File: src/rtl/stream_rr_arbiter_if.sv
// ---------------------------------------------------------------------------
// stream_rr_arbiter_if
//   Bundles the N requester-side valid/ready streams and the single shared
//   output stream of stream_rr_arbiter.
//
//   S_WVALID  [N]        per-requester valid
//   S_WREADY  [N]        per-requester ready (only the granted one can be 1)
//   S_WDATA   [N*WIDTH]  requester i at [i*WIDTH +: WIDTH]
//   S_WLAST   [N]        per-requester end-of-packet
//   M_WVALID / M_WREADY / M_WDATA / M_WLAST   shared output stream
//   M_WID     [ID_W]     index of the granted requester
//   GRANT_O   [N]        one-hot grant, 0 while idle
//
//   modport slave  : the arbiter's view
//   modport master : the surrounding logic (requesters + sink)
// ---------------------------------------------------------------------------
interface stream_rr_arbiter_if #(
   parameter int WIDTH = 8,
   parameter int N     = 4,
   parameter int ID_W  = 2
);
   logic [N-1:0]       S_WVALID;
   logic [N-1:0]       S_WREADY;
   logic [N*WIDTH-1:0] S_WDATA;
   logic [N-1:0]       S_WLAST;
   logic               M_WVALID;
   logic               M_WREADY;
   logic [WIDTH-1:0]   M_WDATA;
   logic               M_WLAST;
   logic [ID_W-1:0]    M_WID;
   logic [N-1:0]       GRANT_O;

   modport slave (
      input  S_WVALID, S_WDATA, S_WLAST, M_WREADY,
      output S_WREADY, M_WVALID, M_WDATA, M_WLAST, M_WID, GRANT_O
   );

   modport master (
      output S_WVALID, S_WDATA, S_WLAST, M_WREADY,
      input  S_WREADY, M_WVALID, M_WDATA, M_WLAST, M_WID, GRANT_O
   );
endinterface

File: src/rtl/stream_rr_arbiter.sv
// ---------------------------------------------------------------------------
// stream_rr_arbiter
//   N-to-1 packet-locked round-robin arbiter for valid/ready streams.
//   A grant is held until the granted requester's LAST beat, or until
//   MAX_BURST beats have passed in one grant (MAX_BURST = 0: no limit).
//   The final beat always carries M_WLAST so downstream packets are closed.
//   Datapath is a combinational mux; grant, rr pointer and beat count are
//   registered.
//
//   Ports:
//     CLK_I       clock
//     RST_I       asynchronous active-high reset
//     bus         stream_rr_arbiter_if.slave (requester streams, output
//                 stream, M_WID, GRANT_O)
//   Optional (macro STREAM_ARB_STATS_EN):
//     CNT_CLR_I   synchronous clear of the beat counters
//     BEAT_CNT_O  N x 16-bit saturating per-requester beat counters,
//                 requester i at [i*16 +: 16]
// ---------------------------------------------------------------------------
module stream_rr_arbiter #(
   parameter int WIDTH     = 8,
   parameter int N         = 4,
   parameter int ID_W      = 2,
   parameter int MAX_BURST = 16
) (
   input  logic                   CLK_I,
   input  logic                   RST_I,
   stream_rr_arbiter_if.slave     bus
`ifdef STREAM_ARB_STATS_EN
   ,
   input  logic                   CNT_CLR_I,
   output logic [N*16-1:0]        BEAT_CNT_O
`endif
);

   localparam int         IDX_W     = (N > 1) ? $clog2(N) : 1;
   localparam bit         BURST_LIM = (MAX_BURST != 0);
   localparam logic [7:0] BURST_END = 8'(MAX_BURST - 1);

   typedef enum logic {IDLE, LOCK} state_t;

   state_t           state, state_nx;
   logic [IDX_W-1:0] g, g_nx;        // current grant index
   logic [IDX_W-1:0] last, last_nx;  // last served requester (rr pointer)
   logic [7:0]       bcnt, bcnt_nx;  // beats in the current grant

   logic [N-1:0]     g_onehot;
   logic             vld_g;
   logic             last_g;
   logic             burst_end;
   logic             beat;
   logic             final_beat;

   // Round-robin pick: scan ptr+1, ptr+2, ... wrapping at N; ptr itself is
   // looked at last, so it only wins when it is the sole requester.
   function automatic logic [IDX_W-1:0] arb(input logic [N-1:0]     req,
                                            input logic [IDX_W-1:0] ptr);
      logic [IDX_W-1:0] win;
      logic             found;
      int               idx;
      win   = '0;
      found = 1'b0;
      for (int i = 1; i <= N; i++) begin
         idx = int'(ptr) + i;
         if (idx >= N) idx = idx - N;
         if (!found && req[idx]) begin
            win   = IDX_W'(idx);
            found = 1'b1;
         end
      end
      return win;
   endfunction

   assign g_onehot = N'(1) << g;

   always_ff @(posedge CLK_I or posedge RST_I) begin
      if (RST_I) begin
         state <= IDLE;
         g     <= '0;
         last  <= IDX_W'(N - 1);
         bcnt  <= '0;
      end else begin
         state <= state_nx;
         g     <= g_nx;
         last  <= last_nx;
         bcnt  <= bcnt_nx;
      end
   end

   always_comb begin
      state_nx     = state;
      g_nx         = g;
      last_nx      = last;
      bcnt_nx      = bcnt;
      vld_g        = 1'b0;
      last_g       = 1'b0;
      burst_end    = 1'b0;
      beat         = 1'b0;
      final_beat   = 1'b0;
      bus.M_WVALID = 1'b0;
      bus.M_WDATA  = '0;
      bus.M_WLAST  = 1'b0;
      bus.M_WID    = '0;
      bus.GRANT_O  = '0;
      bus.S_WREADY = '0;

      case (state)
         IDLE: begin
            if (|bus.S_WVALID) begin
               g_nx     = arb(bus.S_WVALID, last);
               state_nx = LOCK;
               bcnt_nx  = '0;
            end
         end

         LOCK: begin
            vld_g        = bus.S_WVALID[g];
            last_g       = bus.S_WLAST[g];
            burst_end    = BURST_LIM && (bcnt == BURST_END);
            bus.M_WVALID = vld_g;
            bus.M_WDATA  = bus.S_WDATA[int'(g)*WIDTH +: WIDTH];
            bus.M_WLAST  = last_g | burst_end;
            bus.M_WID    = ID_W'(g);
            bus.GRANT_O  = g_onehot;
            bus.S_WREADY = bus.M_WREADY ? g_onehot : '0;

            beat       = vld_g & bus.M_WREADY;
            final_beat = beat & (last_g | burst_end);

            if (final_beat) begin
               // Rotate in the same cycle so a waiting requester gets the
               // very next beat; the pointer moves to g first so g is
               // considered last.
               last_nx = g;
               bcnt_nx = '0;
               if (|bus.S_WVALID) g_nx = arb(bus.S_WVALID, g);
               else               state_nx = IDLE;
            end else if (beat) begin
               bcnt_nx = bcnt + 8'd1;
            end
         end

         default: state_nx = IDLE;
      endcase
   end

`ifdef STREAM_ARB_STATS_EN
   logic [N-1:0][15:0] beat_cnt;

   for (genvar i = 0; i < N; i++) begin : g_stat
      always_ff @(posedge CLK_I or posedge RST_I) begin
         if (RST_I)
            beat_cnt[i] <= '0;
         else if (CNT_CLR_I)
            beat_cnt[i] <= '0;
         else if (bus.S_WVALID[i] && bus.S_WREADY[i] && (beat_cnt[i] != 16'hFFFF))
            beat_cnt[i] <= beat_cnt[i] + 16'd1;
      end
   end

   assign BEAT_CNT_O = beat_cnt;
`endif

endmodule

File: src/flat_wrapper.sv
// flat-port wrapper written by rule: the top's interface ports become plain ports
module stream_rr_arbiter_flat 
#(
   parameter int WIDTH     = 8,
   parameter int N         = 4,
   parameter int ID_W      = 2,
   parameter int MAX_BURST = 16
)
  (CLK_I, RST_I, bus_S_WVALID, bus_S_WDATA, bus_S_WLAST, bus_M_WREADY, bus_S_WREADY, bus_M_WVALID, bus_M_WDATA, bus_M_WLAST, bus_M_WID, bus_GRANT_O);
  stream_rr_arbiter_if #(.WIDTH(WIDTH), .N(N), .ID_W(ID_W)) bus_i ();
  input  logic CLK_I;
  input  logic RST_I;
  input wire logic [$bits(bus_i.S_WVALID)-1:0] bus_S_WVALID;
  input wire logic [$bits(bus_i.S_WDATA)-1:0] bus_S_WDATA;
  input wire logic [$bits(bus_i.S_WLAST)-1:0] bus_S_WLAST;
  input wire logic [$bits(bus_i.M_WREADY)-1:0] bus_M_WREADY;
  output wire logic [$bits(bus_i.S_WREADY)-1:0] bus_S_WREADY;
  output wire logic [$bits(bus_i.M_WVALID)-1:0] bus_M_WVALID;
  output wire logic [$bits(bus_i.M_WDATA)-1:0] bus_M_WDATA;
  output wire logic [$bits(bus_i.M_WLAST)-1:0] bus_M_WLAST;
  output wire logic [$bits(bus_i.M_WID)-1:0] bus_M_WID;
  output wire logic [$bits(bus_i.GRANT_O)-1:0] bus_GRANT_O;
  assign bus_i.S_WVALID = bus_S_WVALID;
  assign bus_i.S_WDATA = bus_S_WDATA;
  assign bus_i.S_WLAST = bus_S_WLAST;
  assign bus_i.M_WREADY = bus_M_WREADY;
  assign bus_S_WREADY = bus_i.S_WREADY;
  assign bus_M_WVALID = bus_i.M_WVALID;
  assign bus_M_WDATA = bus_i.M_WDATA;
  assign bus_M_WLAST = bus_i.M_WLAST;
  assign bus_M_WID = bus_i.M_WID;
  assign bus_GRANT_O = bus_i.GRANT_O;
  stream_rr_arbiter #(.WIDTH(WIDTH), .N(N), .ID_W(ID_W), .MAX_BURST(MAX_BURST)) u_core (.CLK_I(CLK_I), .RST_I(RST_I), .bus(bus_i));
endmodule
File: config.mk
export PLATFORM = sky130hd
export DESIGN_NAME = stream_rr_arbiter_flat
export DESIGN_NICKNAME = d
export VERILOG_FILES = /design/src/rtl/stream_rr_arbiter_if.sv /design/src/rtl/stream_rr_arbiter.sv /design/src/flat_wrapper.sv
export SDC_FILE = /design/constraint.sdc
export NUM_CORES = 1
export LEC_CHECK = 0
export ABC_AREA = 1
export BUFFER_PORTS_ARGS = -buffer_cell sky130_fd_sc_hd__buf_2
export CORE_MARGIN = 5
export CORE_UTILIZATION = 40
export CTS_BUF_LIST = sky130_fd_sc_hd__clkbuf_16
export CTS_CLUSTER_DIAMETER = 200
export DETAILED_ROUTE_END_ITERATION = 10
export PLACE_DENSITY = 0.68
export REMOVE_ABC_BUFFERS = 1
export SLEW_MARGIN = 20
export SYNTH_ARGS = -nofsm -noshare
export SYNTH_HDL_FRONTEND = slang
export SYNTH_SLANG_ARGS = --single-unit
File: constraint.sdc
create_clock -name CLK_I -period 2.8 [get_ports CLK_I]
set_input_delay 0 -clock CLK_I [delete_from_list [all_inputs] [get_ports CLK_I]]
set_output_delay 0 -clock CLK_I [all_outputs]
set_load 0.1 [all_outputs]
# Word level (Yosys, flattened, before mapping)
# Cells that the tools add are included.
# totals
input_bits	43
word_cells	168
output_inout_bits	20
register_bits	13
# classes
shift	2
n_reduce_logical	16
order_cmp	17
muxes	103
n_eq_ne	5
bitwise	4
n_addsub	17
# op_table
op	count
$mux 32	28
$ge 32x4->1 const B	8
$lt 32x4->1 const B	8
$sub 32x4->32 const B	8
$mux 1	43
$mux 8	4
$shiftx 32x6->8	1
$mux 2	12
$bmux 1 s2	10
$pmux 8 s2	1
$add 2x2->3 const B	4
$mux 4	3
$add 2x3->4 const B	2
$add 8x1->8 const B	1
$eq 8x4->1 const B	1
$add 2x1->3 const B	2
$logic_and 1x1->1	6
$logic_not 1->1	6
$ne 2x2->1 const B	2
$pmux 2 s2	1
$reduce_and 2->1	2
$reduce_or 4->1	1
$shl 1x2->4 const A	1
$lt 2x3->1 const B	1
7 further kinds	8

# Longest topological paths before layout
# Gate-level depths: netlist (run 1).
# depth
ltp_word	31
depth_mapped	15
ltp_nobuf	13

# Least setup slack after synthesis (run 1)
# No wires, ideal clock.
# synth_path
path_type	register -> output
start	register u_core.g[0]
end	output port bus_M_WDATA[6]
path_buffers	3
required_ns	2.800
path_stages_with_launch	7
arrival_time_ns	2.563
path_slack_ns	0.237
path_cell_list	dfrtp_1 -> buf_6 -> inv_4 -> buf_6 -> clkbuf_1 -> o21ai_0 -> a21oi_1
# synth_between
elab_chain_cells	2
# synth_rtl
item	line	text
start: declaration	stream_rr_arbiter.sv:43	logic [IDX_W-1:0] g, g_nx;
start signal: assignment	stream_rr_arbiter.sv:84	g <= g_nx;
$shiftx 32x6->8	stream_rr_arbiter.sv:121	bus.M_WDATA = bus.S_WDATA[int'(g)*WIDTH +: WIDTH];
$mux 8	stream_rr_arbiter.sv:107	case (state)
end: declaration	flat_wrapper.sv:19	output wire logic [$bits(bus_i.M_WDATA)-1:0] bus_M_WDATA;
# Every way passes these cells.

# Final worst setup path (run 1)
# layout_path
start	register u_core.g[0]
end	output port bus_M_WVALID
# layout_between
elab_chain_cells	3
# layout_rtl
item	line	text
$bmux 1 s2	stream_rr_arbiter.sv:117	vld_g = bus.S_WVALID[g];
$mux 1 (not written as such)	stream_rr_arbiter.sv:117	
$mux 1	stream_rr_arbiter.sv:107	
end: declaration	flat_wrapper.sv:18	output wire logic [$bits(bus_i.M_WVALID)-1:0] bus_M_WVALID;
# Every way passes these cells. The select of a mux whose other input is x is not followed.

==> results of run 1 <==
[flip-flops by register name, indices dropped and copies added (netlist names)]
register / flops
u_core.bcnt: 8
u_core.g: 2
u_core.last: 2
u_core.state: 1
[area by class of cell]
| type | instances | area (sq um) | share of cell area |
|---|---|---|---|
| Inverter | 31 | 121 | 0.0622 |
| Clock buffer | 3 | 75.1 | 0.0385 |
| Multi-Input combinational cell | 209 | 1030 | 0.527 |
| Clock inverter | 1 | 3.75 | 0.00192 |
| Timing Repair Buffer | 65 | 335 | 0.172 |
| Sequential cell | 13 | 328 | 0.168 |
| Tap cell | 48 | 60.1 | 0.0308 |
[where the power goes]
group	switching, W	leakage (nW)	internal (W)	total (W)
Sequential	0.0000796	0.163	0.000253	0.000333
Clock	0.0000762	0.0423	0.000188	0.000264
Combinational	0.00166	0.923	0.000447	0.00211
Total	0.00182	1.13	0.000888	0.00271
[how the worst max path moves through the flow]
stage	depth (start not counted)	to	slack [ns]	startpoint
global route	6	bus_M_WDATA[6]	0.64	u_core.g[0]
finish	6	bus_M_WVALID	0.81	u_core.g[0]
global placement	9	u_core.g[1]	0.91	u_core.g[0]
floorplan	4	bus_M_WDATA[0]	0.22	u_core.g[0]
detailed placement	9	u_core.g[1]	0.87	u_core.g[0]
CTS	6	bus_M_WVALID	0.80	u_core.g[0]
[cell families after synthesis]
logic type	count (synthesis)	synth area share
and+or+nand+nor	155	0.438
buffers and inverters	42	0.128
AOI/OAI and AO/OA	46	0.165
xor gates and xnor gates	2	0.0113
DFF	13	0.211
adders and majority gates	5	0.0402
muxes	1	0.00644
[what timing repair did]
action                                  CTS  global route
endpoints found under the setup margin    0             0
endpoints found under the hold margin    11             0
hold buffers                              1             0
[metal layers]
| layer | vias to the layer above | GRT usage | wire [microns] |
|---|---|---|---|
| li1 | 972 | - | - |
| met1 | 788 | 0.241 | 2140 |
| met2 | 25 | 0.289 | 2140 |
| met3 | 0 | 0.0208 | 135 |
| met4 | 0 | 0.0292 | 0 |
| met5 | - | 0 | 0 |
[placed cells by master, fill, tap and decap left out, types with 3 or more instances in the layout]
cell / Yosys / routed
ha_1: 5 / 5
nand3_1: 23 / 23
nand4_1: 5 / 5
o21ai_1: 6 / 6
inv_2: 4 / 4
nor2_1: 48 / 48
o21ai_0: 18 / 18
o21ai_2: 4 / 4
nand2_2: 4 / 4
nand2_1: 66 / 66
a21oi_1: 13 / 13
inv_1: 25 / 26
dfrtp_1: 11 / 11
nand3_2: 3 / 3
buf_2: 2 / 62
clkbuf_16: 0 / 3
[synthesized netlist by cell type]
cell type and instances:
nand2_1 66, nor2_1 48, inv_1 25, nand3_1 23
o21ai_0 18, a21oi_1 13, dfrtp_1 11, o21ai_1 6
ha_1 5, nand4_1 5, buf_6 4, clkbuf_1 4
inv_2 4, nand2_2 4, o21ai_2 4, nand3_2 3
buf_2 2, dfstp_2 2, inv_4 2, nor2_2 2
o22ai_1 2, xor2_1 2, a21oi_2 1, buf_4 1
mux2i_1 1, nand2_4 1, nand3b_1 1, nor2_4 1
nor3_2 1, o21a_1 1, o31ai_1 1
[tightest hold or removal path, delay by kind of cell]
family	cells	cell delay (ns)
simple gates	1	0.12
buf+inv	1	0.11
compound gates	1	0.09
[per-stage QoR]
stage | power (W) | cells
5_1_grt | 0.00290 | 370
3_3_place_gp | 0.00243 | 365
6_report | 0.00271 | 370
4_1_cts | 0.00272 | 370
3_5_place_dp | 0.00244 | 365
2_1_floorplan | 0.00209 | 253
==> results by group, run 1 <==
GRT
  – Initial antenna violation count: 0
  – Largest net degree at the start of global routing: 23
  – First-pass GRT wire length: 7530 microns
  – Number of global-route vias before repair: 1,724
  – Global Route Usage Sum: 0.173
  – Grt ovf: 0

Pwr
  – P_leak: 1.13 nW
  – Peak supply drop: 1.21 mV
  – PwrDens: 1390 nW/um^2

Critical path
  – CP max-delay cell: dfrtp_1
  – Setup crit start kind: register
  – Family with the most delay on the worst path: buffers and inverters
  – Worst EP required: about 2.8 ns
  – Worst reg2reg path startpoint: u_core.g[0]
  – CP cell instances: buf_4, nand2_1, nand3_2, o21ai_2, nor2_4, buf_2
  – Worst path max stage delay: 0.57 ns
  – CP Capture Type: output port
  – Crit Path Max Fanout: 21
  – Worst reg-to-reg setup slack: 0.85 ns
  – Worst Path Buf+Inv: 2
  – Setup CP Type: register to output port
  – Reg2Reg Depth: 9
  – Critical Path AT: slightly below 2 ns
  – Critical R2R Capture: u_core.g[1]

Clocking
  – CTS Sinks: 13
  – CTS Buf Count: 3
  – Setup bufs post-CTS: 0
  – Clock Tree Buf Depth: 2
  – Clock root buffer master: clkbuf_16
  – Reg clk slew, reported paths: 0.04 ns
  – H-Tree Depth: 1
  – Cts repair resizes: 0
  – Worst-Skew Late Latency: 0.24 ns
  – TritonCTS clock tree: built

Placement
  – Routability Congestion: 0.862
  – DP HPWL: 3440 microns
  – IO buf count: 62
  – Placed Area: 1860 sq um
  – Pre-CTS setup slack: 0.874 ns

Timing
  – RSZ-0062 raised after global routing: no
  – Hold violation count in the final report: 0
  – Final Max Tran Viols: 0
  – Clock Skew: 0.00228 ns
  – Maximum clock frequency: between 0.5 and 0.6 GHz
  – Final Cycle Share: 0.710
  – Setup ws final: 0.811 ns
  – Worst Max-Slew Pin Slew: 0.503 ns
  – Max_slew headroom: 0.664
  – Setup_tns: 0 ns
  – Setup violators final: 0
  – Min Hold Slack: approximately 0.13 ns
  – Minimum clock period: 1.99 ns

Cells and area
  – Area Growth Syn to Fin: 25.5%
  – Final Cell Area: 1950 sq um
  – Post-layout util: 0.525
  – Nets: 371
  – Share of layout cells above drive strength 1: 0.286
  – Ant diodes: 0
  – Fillcell total: roughly 400

Detailed routing
  – Remaining DRCs: 0
  – Vias: 1,785
  – Drt initial violations: 50
  – TritonRoute pass-1 iters: 4
  – Routed wire length: 4420 microns
  – Avg Vias per Cell: between 4 and 5
  – Wire length per cell: 11.9 microns
  – Routed Antenna Nets: 0

Synthesis
  – Share of Yosys cell area claimed by the top area cell type: 0.177
  – Top cells by area, synth: dfrtp_1 18%, nand2_1 16%, nor2_1 12%
  – Top cell type by total area after synthesis: dfrtp_1
  – Netlist Area Pre-Place: 1560 sq um
  – Warnings from Yosys: 0
  – Sequential cell area fraction in the yosys report: 0.211
  – Synth Instances: 264
  – Register bit total from synthesis: 13
  – Yosys cell types: 31
  – Synthesized area per cell: 5.89 sq um

Hold path
  – Min-Delay Path Class: input pin to register
  – Hold Crit Depth: 3
  – Hold wc startpoint: bus_M_WREADY
  – Hold path endpoint: u_core.bcnt[0]

Die
  – Io pins: 63
  – CORE AREA: 3720 sq um
  – DIE WIDTH: just over 70 microns
  – Die area: 5240 sq um
  – Initial Util: 0.419
  – Die Y: 72.4 microns
  – Std-Cell Rows: 22

Run
  – Max-cap violations: 0

Run status
  – Status: complete, no violations
Power figures use the tool's default switching activity.
==> run 2: changes to the inputs <==
- ABC_AREA: 1 -> 0
- PLACE_DENSITY: 0.68 -> 0.72
- clock period: 2.8 -> 1.8 ns (I/O delays scaled with it)
==> run 2 against run 1 <==
The flow now finishes with violations (negative setup slack); final cell count is 26% lower; first-iteration DRC count unchanged; flip-flop and latch count unchanged; critical path depth shrank 1; wire length down 7.0%; clock skew rose by 0.0036 ns; worst setup slack got worse by 0.85 ns; clock-buffer cell count stayed put; via count decreased by 17%; highest routed layer is now met4.
==> results by group, run 2 <==
Synthesis
  – Top cells by area, synth: dfrtp_1 19%, mux4_2 15%, and2_1 6.0%
  – Post-synth EDFFs: 0
  – Share of Yosys cell area claimed by the top area cell type: 0.189
  – Main synth FF type: dfrtp_1
  – Top cell type by total area after synthesis: dfrtp_1
  – Sequential cell area fraction in the yosys report: 0.225
  – Warnings from Yosys: 0
  – Yosys cell types: 49
  – Synth Instances: between 150 and 200
  – Ys async rst share: 1.00
  – Register bit total from synthesis: 13
  – Netlist Area Pre-Place: roughly 1500 sq um
  – Synthesized area per cell: 9.61 sq um
  – Post-synth top cells: 14 x and2_1, 14 x nor2_1, 11 x dfrtp_1

Clocking
  – TritonCTS clock tree: built
  – Clock Tree Buf Depth: 2
  – Reg clk slew, reported paths: 0.05 ns
  – CTS Buf Count: 3
  – Worst-Skew Late Latency: 0.25 ns
  – H-Tree Depth: 1
  – CTS Sinks: 13
  – Clock root buffer master: clkbuf_16

Cells and area
  – Most frequent cells in the layout: 47 x buf_2, 14 x nor2_1, 14 x and2_1, 14 x buf_6, 13 x buf_4
  – Max reg flops: 8
  – Nets: 276
  – Largest regs: u_core.bcnt (8), u_core.g (2), u_core.last (2)
  – Area Growth Syn to Fin: 53.5%
  – Largest Register: u_core.bcnt
  – Post-Layout Cell Count: 275
  – Ant diodes: 0
  – Commonest non-fill, non-tap cell in the layout: buf_2
  – Post-layout util: 0.621
  – Share of layout cells above drive strength 1: 0.537

Timing
  – Final Max Tran Viols: 0
  – Setup violators final: 5
  – Worst Max-Slew Pin Slew: approximately 0.51 ns
  – Clock Skew: 0.00584 ns
  – Setup ws final: -0.0418 ns
  – RSZ-0062 raised after global routing: yes
  – Setup_tns: -0.131 ns
  – Max_slew headroom: 0.660
  – Hold violation count in the final report: 0
  – Maximum clock frequency: ~0.54 GHz
  – Final Cycle Share: 1.02
  – Minimum clock period: 1.84 ns

Critical path
  – Worst EP required: 1.80 ns
  – CP cell instances: mux4_2, a21oi_4, buf_6, nor2b_4, buf_12
  – Critical Path AT: 1.84 ns
  – CP Capture Type: output port
  – Setup CP Type: register to output port
  – Setup crit start kind: register
  – Worst reg-to-reg setup slack: -0.03 ns
  – Worst path max stage delay: approximately 0.58 ns
  – CP max-delay cell: mux4_2
  – Crit Path Max Fanout: 8

Die
  – Io pins: 63
  – CORE AREA: 3610 sq um
  – Die Y: 70.4 microns
  – Std-Cell Rows: 22
  – Die area: 4960 sq um
  – Initial Util: 0.405
  – DIE WIDTH: 70.4 microns

Placement
  – IO buf count: 62
  – Placed Cells: 265
  – Routability Congestion: 0.840
  – DP HPWL: between 3000 and 4000 microns

Detailed routing
  – Avg Vias per Cell: between 5 and 6
  – Drt initial violations: 50
  – Routed Antenna Nets: 0
  – TritonRoute pass-1 iters: 4
  – Vias: 1,473
  – Routed wire length: 4110 microns
  – Remaining DRCs: 0
  – Wire length per cell: 14.9 microns

GRT
  – Initial antenna violation count: 0
  – First-pass GRT wire length: 6710 microns
  – Largest net degree at the start of global routing: 20
  – Grt ovf: 0
  – Global Route Usage Sum: 0.163
  – Number of global-route vias before repair: 1,430

Hold path
  – Min-Delay Path Class: input pin to register

Run
  – Max-cap violations: 0

Run status
  – Status: finished, violations left
  – Violated checks: negative setup slack
[run 2: logic make-up after synthesis]
kind of cell             Yosys count  synth area share
AO/OA/AOI/OAI                     27             0.138
buffers and inverters             16            0.0565
multiplexers                      18             0.217
adder cells (fa/ha/maj)            5            0.0428
flip-flops                        13             0.225
AND/OR/NAND/NOR                   69             0.297
XOR/XNOR                           4            0.0240
[run 2: repair_timing]
item / 4_1_cts / 5_1_grt
buffers inserted: 4 / 1
gates resized for setup: 28 / 15
endpoints found under the hold margin: 11 / 0
setup endpoints to repair: 20 / 24
pin swaps: 2 / 6
hold buffers: 1 / 0
[run 2: final timing paths]
kind                                start              to  cells after the start
setup reg to reg              u_core.g[0]  u_core.last[1]                      5
hold / removal               bus_M_WREADY  u_core.bcnt[1]                      4
min in group asynchronous           RST_I  u_core.bcnt[0]                      3
max in group asynchronous           RST_I    u_core.state                      3
setup / recovery              u_core.g[0]     bus_M_WLAST                      5
hold reg to reg            u_core.bcnt[7]  u_core.bcnt[7]                      2
[run 2: stage by stage]
step / area (sq um) / hold WS, ns / setup WS, ns
after floorplan: 1390 / -0.124 / -0.888
after global placement: 1960 / 0.0569 / -0.0540
after detailed placement: 1960 / 0.0641 / -0.0617
after CTS: 2180 / 0.264 / -0.0158
after global routing: 2240 / 0.225 / -0.121
final: 2240 / 0.222 / -0.0418
[run 2: metal layers]
| layer | track usage | vias up | share of wire |
|---|---|---|---|
| met3 | 0.0230 | 4 | 0.029 |
| met4 | 0.0489 | 0 | 0.0093 |
| li1 | - | 720 | - |
| met5 | 0 | - | 0 |
| met1 | 0.218 | 720 | 0.45 |
| met2 | 0.271 | 29 | 0.51 |
[run 2: area by class of cell]
cell class | instances | area, sq um
multi-input combinational | 123 | 1100
clock buffer | 3 | 75.1
fill | 313 | 1370
timing repair buffer | 83 | 661
tap | 48 | 60.1
inverter | 4 | 15.0
clock inverter | 1 | 3.75
sequential | 13 | 330
[run 2: worst max-delay path: cells and delay by family, from the launching register on]
family,cells,cell delay [ns]
AO/OA/AOI/OAI,1,0.19
AND/OR/NAND/NOR,1,0.04
buffers and inverters,2,0.30
multiplexers,1,0.58
flip-flops,1,0.49
Power of run 2 is not shown: default switching activity piles up to over one toggle a cycle in this logic, so the estimate is an artifact.
==> run 3: changes to the inputs <==
- MAX_ROUTING_LAYER: not set -> met4
==> run 3 against run 2 <==
The flow still finishes with violations (negative setup slack); utilization is the same; critical path type unchanged; largest cell class unchanged; critical path depth is the same; worst hold slack lost 0.0021 ns; critical endpoint unchanged; wire length shrank 0.51%; highest routed layer unchanged; final cell count is the same; clock skew shrank 0.0017 ns; clock-buffer cell count is the same.
==> results by group, run 3 (synthesis gave the netlist of run 2 again) <==
Die
  – Std-Cell Rows: 22
  – Die Y: 70.4 microns
  – Initial Util: 0.405
  – Die area: 4960 sq um
  – CORE AREA: between 3000 and 4000 sq um
  – DIE WIDTH: 70.4 microns
  – Io pins: 63

Cells and area
  – Most frequent cells in the layout: 47 x buf_2, 14 x nor2_1, 14 x and2_1, 14 x buf_6, 13 x buf_4
  – Largest Register: u_core.bcnt
  – Share of layout cells above drive strength 1: 0.537
  – Final Cell Area: 2240 sq um
  – Largest regs: u_core.bcnt (8), u_core.g (2), u_core.last (2)
  – Fillcell total: 313
  – Area Growth Syn to Fin: 53.5%
  – Ant diodes: 0
  – Commonest non-fill, non-tap cell in the layout: buf_2
  – Nets: 276
  – Max reg flops: 8

Timing
  – Final Max Tran Viols: 0
  – Hold violation count in the final report: 0
  – Maximum clock frequency: 0.543 GHz
  – Setup_tns: -0.131 ns
  – Clock Skew: 0.00418 ns
  – Min Hold Slack: 0.220 ns
  – Setup ws final: -0.0415 ns
  – RSZ-0062 raised after global routing: yes
  – Max_slew headroom: 0.662
  – Setup violators final: 5
  – Final Cycle Share: 1.02
  – Worst Max-Slew Pin Slew: 0.506 ns
  – Minimum clock period: ~1.8 ns

Detailed routing
  – Vias: 1,479
  – Avg Vias per Cell: 5.38
  – Remaining DRCs: 0
  – TritonRoute pass-1 iters: 4
  – Wire length per cell: 14.9 microns
  – Routed Antenna Nets: 0
  – Routed wire length: 4090 microns
  – Drt initial violations: 35

GRT
  – Global Route Usage Sum: 0.168
  – Largest net degree at the start of global routing: 20
  – Grt ovf: 0
  – Number of global-route vias before repair: approximately 1,400
  – First-pass GRT wire length: 6720 microns
  – Initial antenna violation count: 0

Clocking
  – Clock root buffer master: clkbuf_16
  – H-Tree Depth: 1
  – CTS Buf Count: 3
  – Reg clk slew, reported paths: 0.05 ns
  – Worst-Skew Late Latency: 0.25 ns
  – CTS Sinks: 13
  – Clock Tree Buf Depth: 2
  – TritonCTS clock tree: built

Critical path
  – Setup crit start kind: register
  – Critical Path AT: roughly 1.8 ns
  – Crit Path Max Fanout: 8
  – Setup CP Type: register to output port
  – CP Capture Type: output port
  – Worst EP required: 1.80 ns

Run
  – Max-cap violations: 0

Hold path
  – Min-Delay Path Class: input pin to register

Placement
  – Routability Congestion: 0.853
  – IO buf count: 62
  – Pre-CTS setup slack: -0.0617 ns
  – DP HPWL: between 3000 and 4000 microns
  – Placed Area: a little under 2000 sq um

Run status
  – Status: finished, violations left
  – Violated checks: negative setup slack
run 3: cell counts in the layout (fill, tap and decap cells not counted):
No cell type changed its count.
run 3: through the flow:
| stage | std cells | utilization |
|---|---|---|
| after floorplan | 140 | - |
| final | 275 | 0.621 |
| after detailed placement | 265 | 0.544 |
| after global placement | 265 | 0.544 |
| after CTS | 274 | 0.605 |
| after global routing | 275 | 0.621 |
run 3: critical path: stages, from the launching register on:
cell and delay (ns):
dfrtp_2 0.49, mux4_2 0.58, a21oi_4 0.19, buf_6 0.14
nor2b_4 0.04, buf_12 0.16
run 3: per-layer routing:
metal,wire length [microns],track usage,vias up
li1,-,-,719
met1,1790,0.220,713
met5,0,-,-
met4,57,0.0489,0
met3,156,0.0216,6
met2,2080,0.270,41
run 3: final timing paths:
path / start / to / slack, ns / cells past startpoint
min: bus_M_WREADY / u_core.bcnt[1] / 0.22 / 4
max in group asynchronous: RST_I / u_core.state / 1.11 / 3
max reg2reg: u_core.g[0] / u_core.last[1] / -0.03 / 5
min reg2reg: u_core.bcnt[7] / u_core.bcnt[7] / 0.56 / 2
min in group asynchronous: RST_I / u_core.bcnt[0] / 0.32 / 3
max: u_core.g[0] / bus_M_WLAST / -0.04 / 5
run 3: repair_timing:
item,CTS,global route
gates cloned,0,0
setup buffers,4,1
pin swaps,2,6
gates resized for setup,28,15
endpoints found under the setup margin,20,23
hold buffers,1,0
hold endpoints to repair,11,0
run 3: area by class of cell:
| type | count | area (sq um) | area share |
|---|---|---|---|
| clock buffers | 3 | 75.1 | 0.0335 |
| flip-flops and latches | 13 | 330 | 0.147 |
| inverters | 4 | 15.0 | 0.00670 |
| repair buffers | 83 | 661 | 0.295 |
| clock inverters | 1 | 3.75 | 0.00168 |
| multi-input cells | 123 | 1100 | 0.489 |
| well taps | 48 | 60.1 | 0.0268 |
Power of run 3 is left out for the same reason.
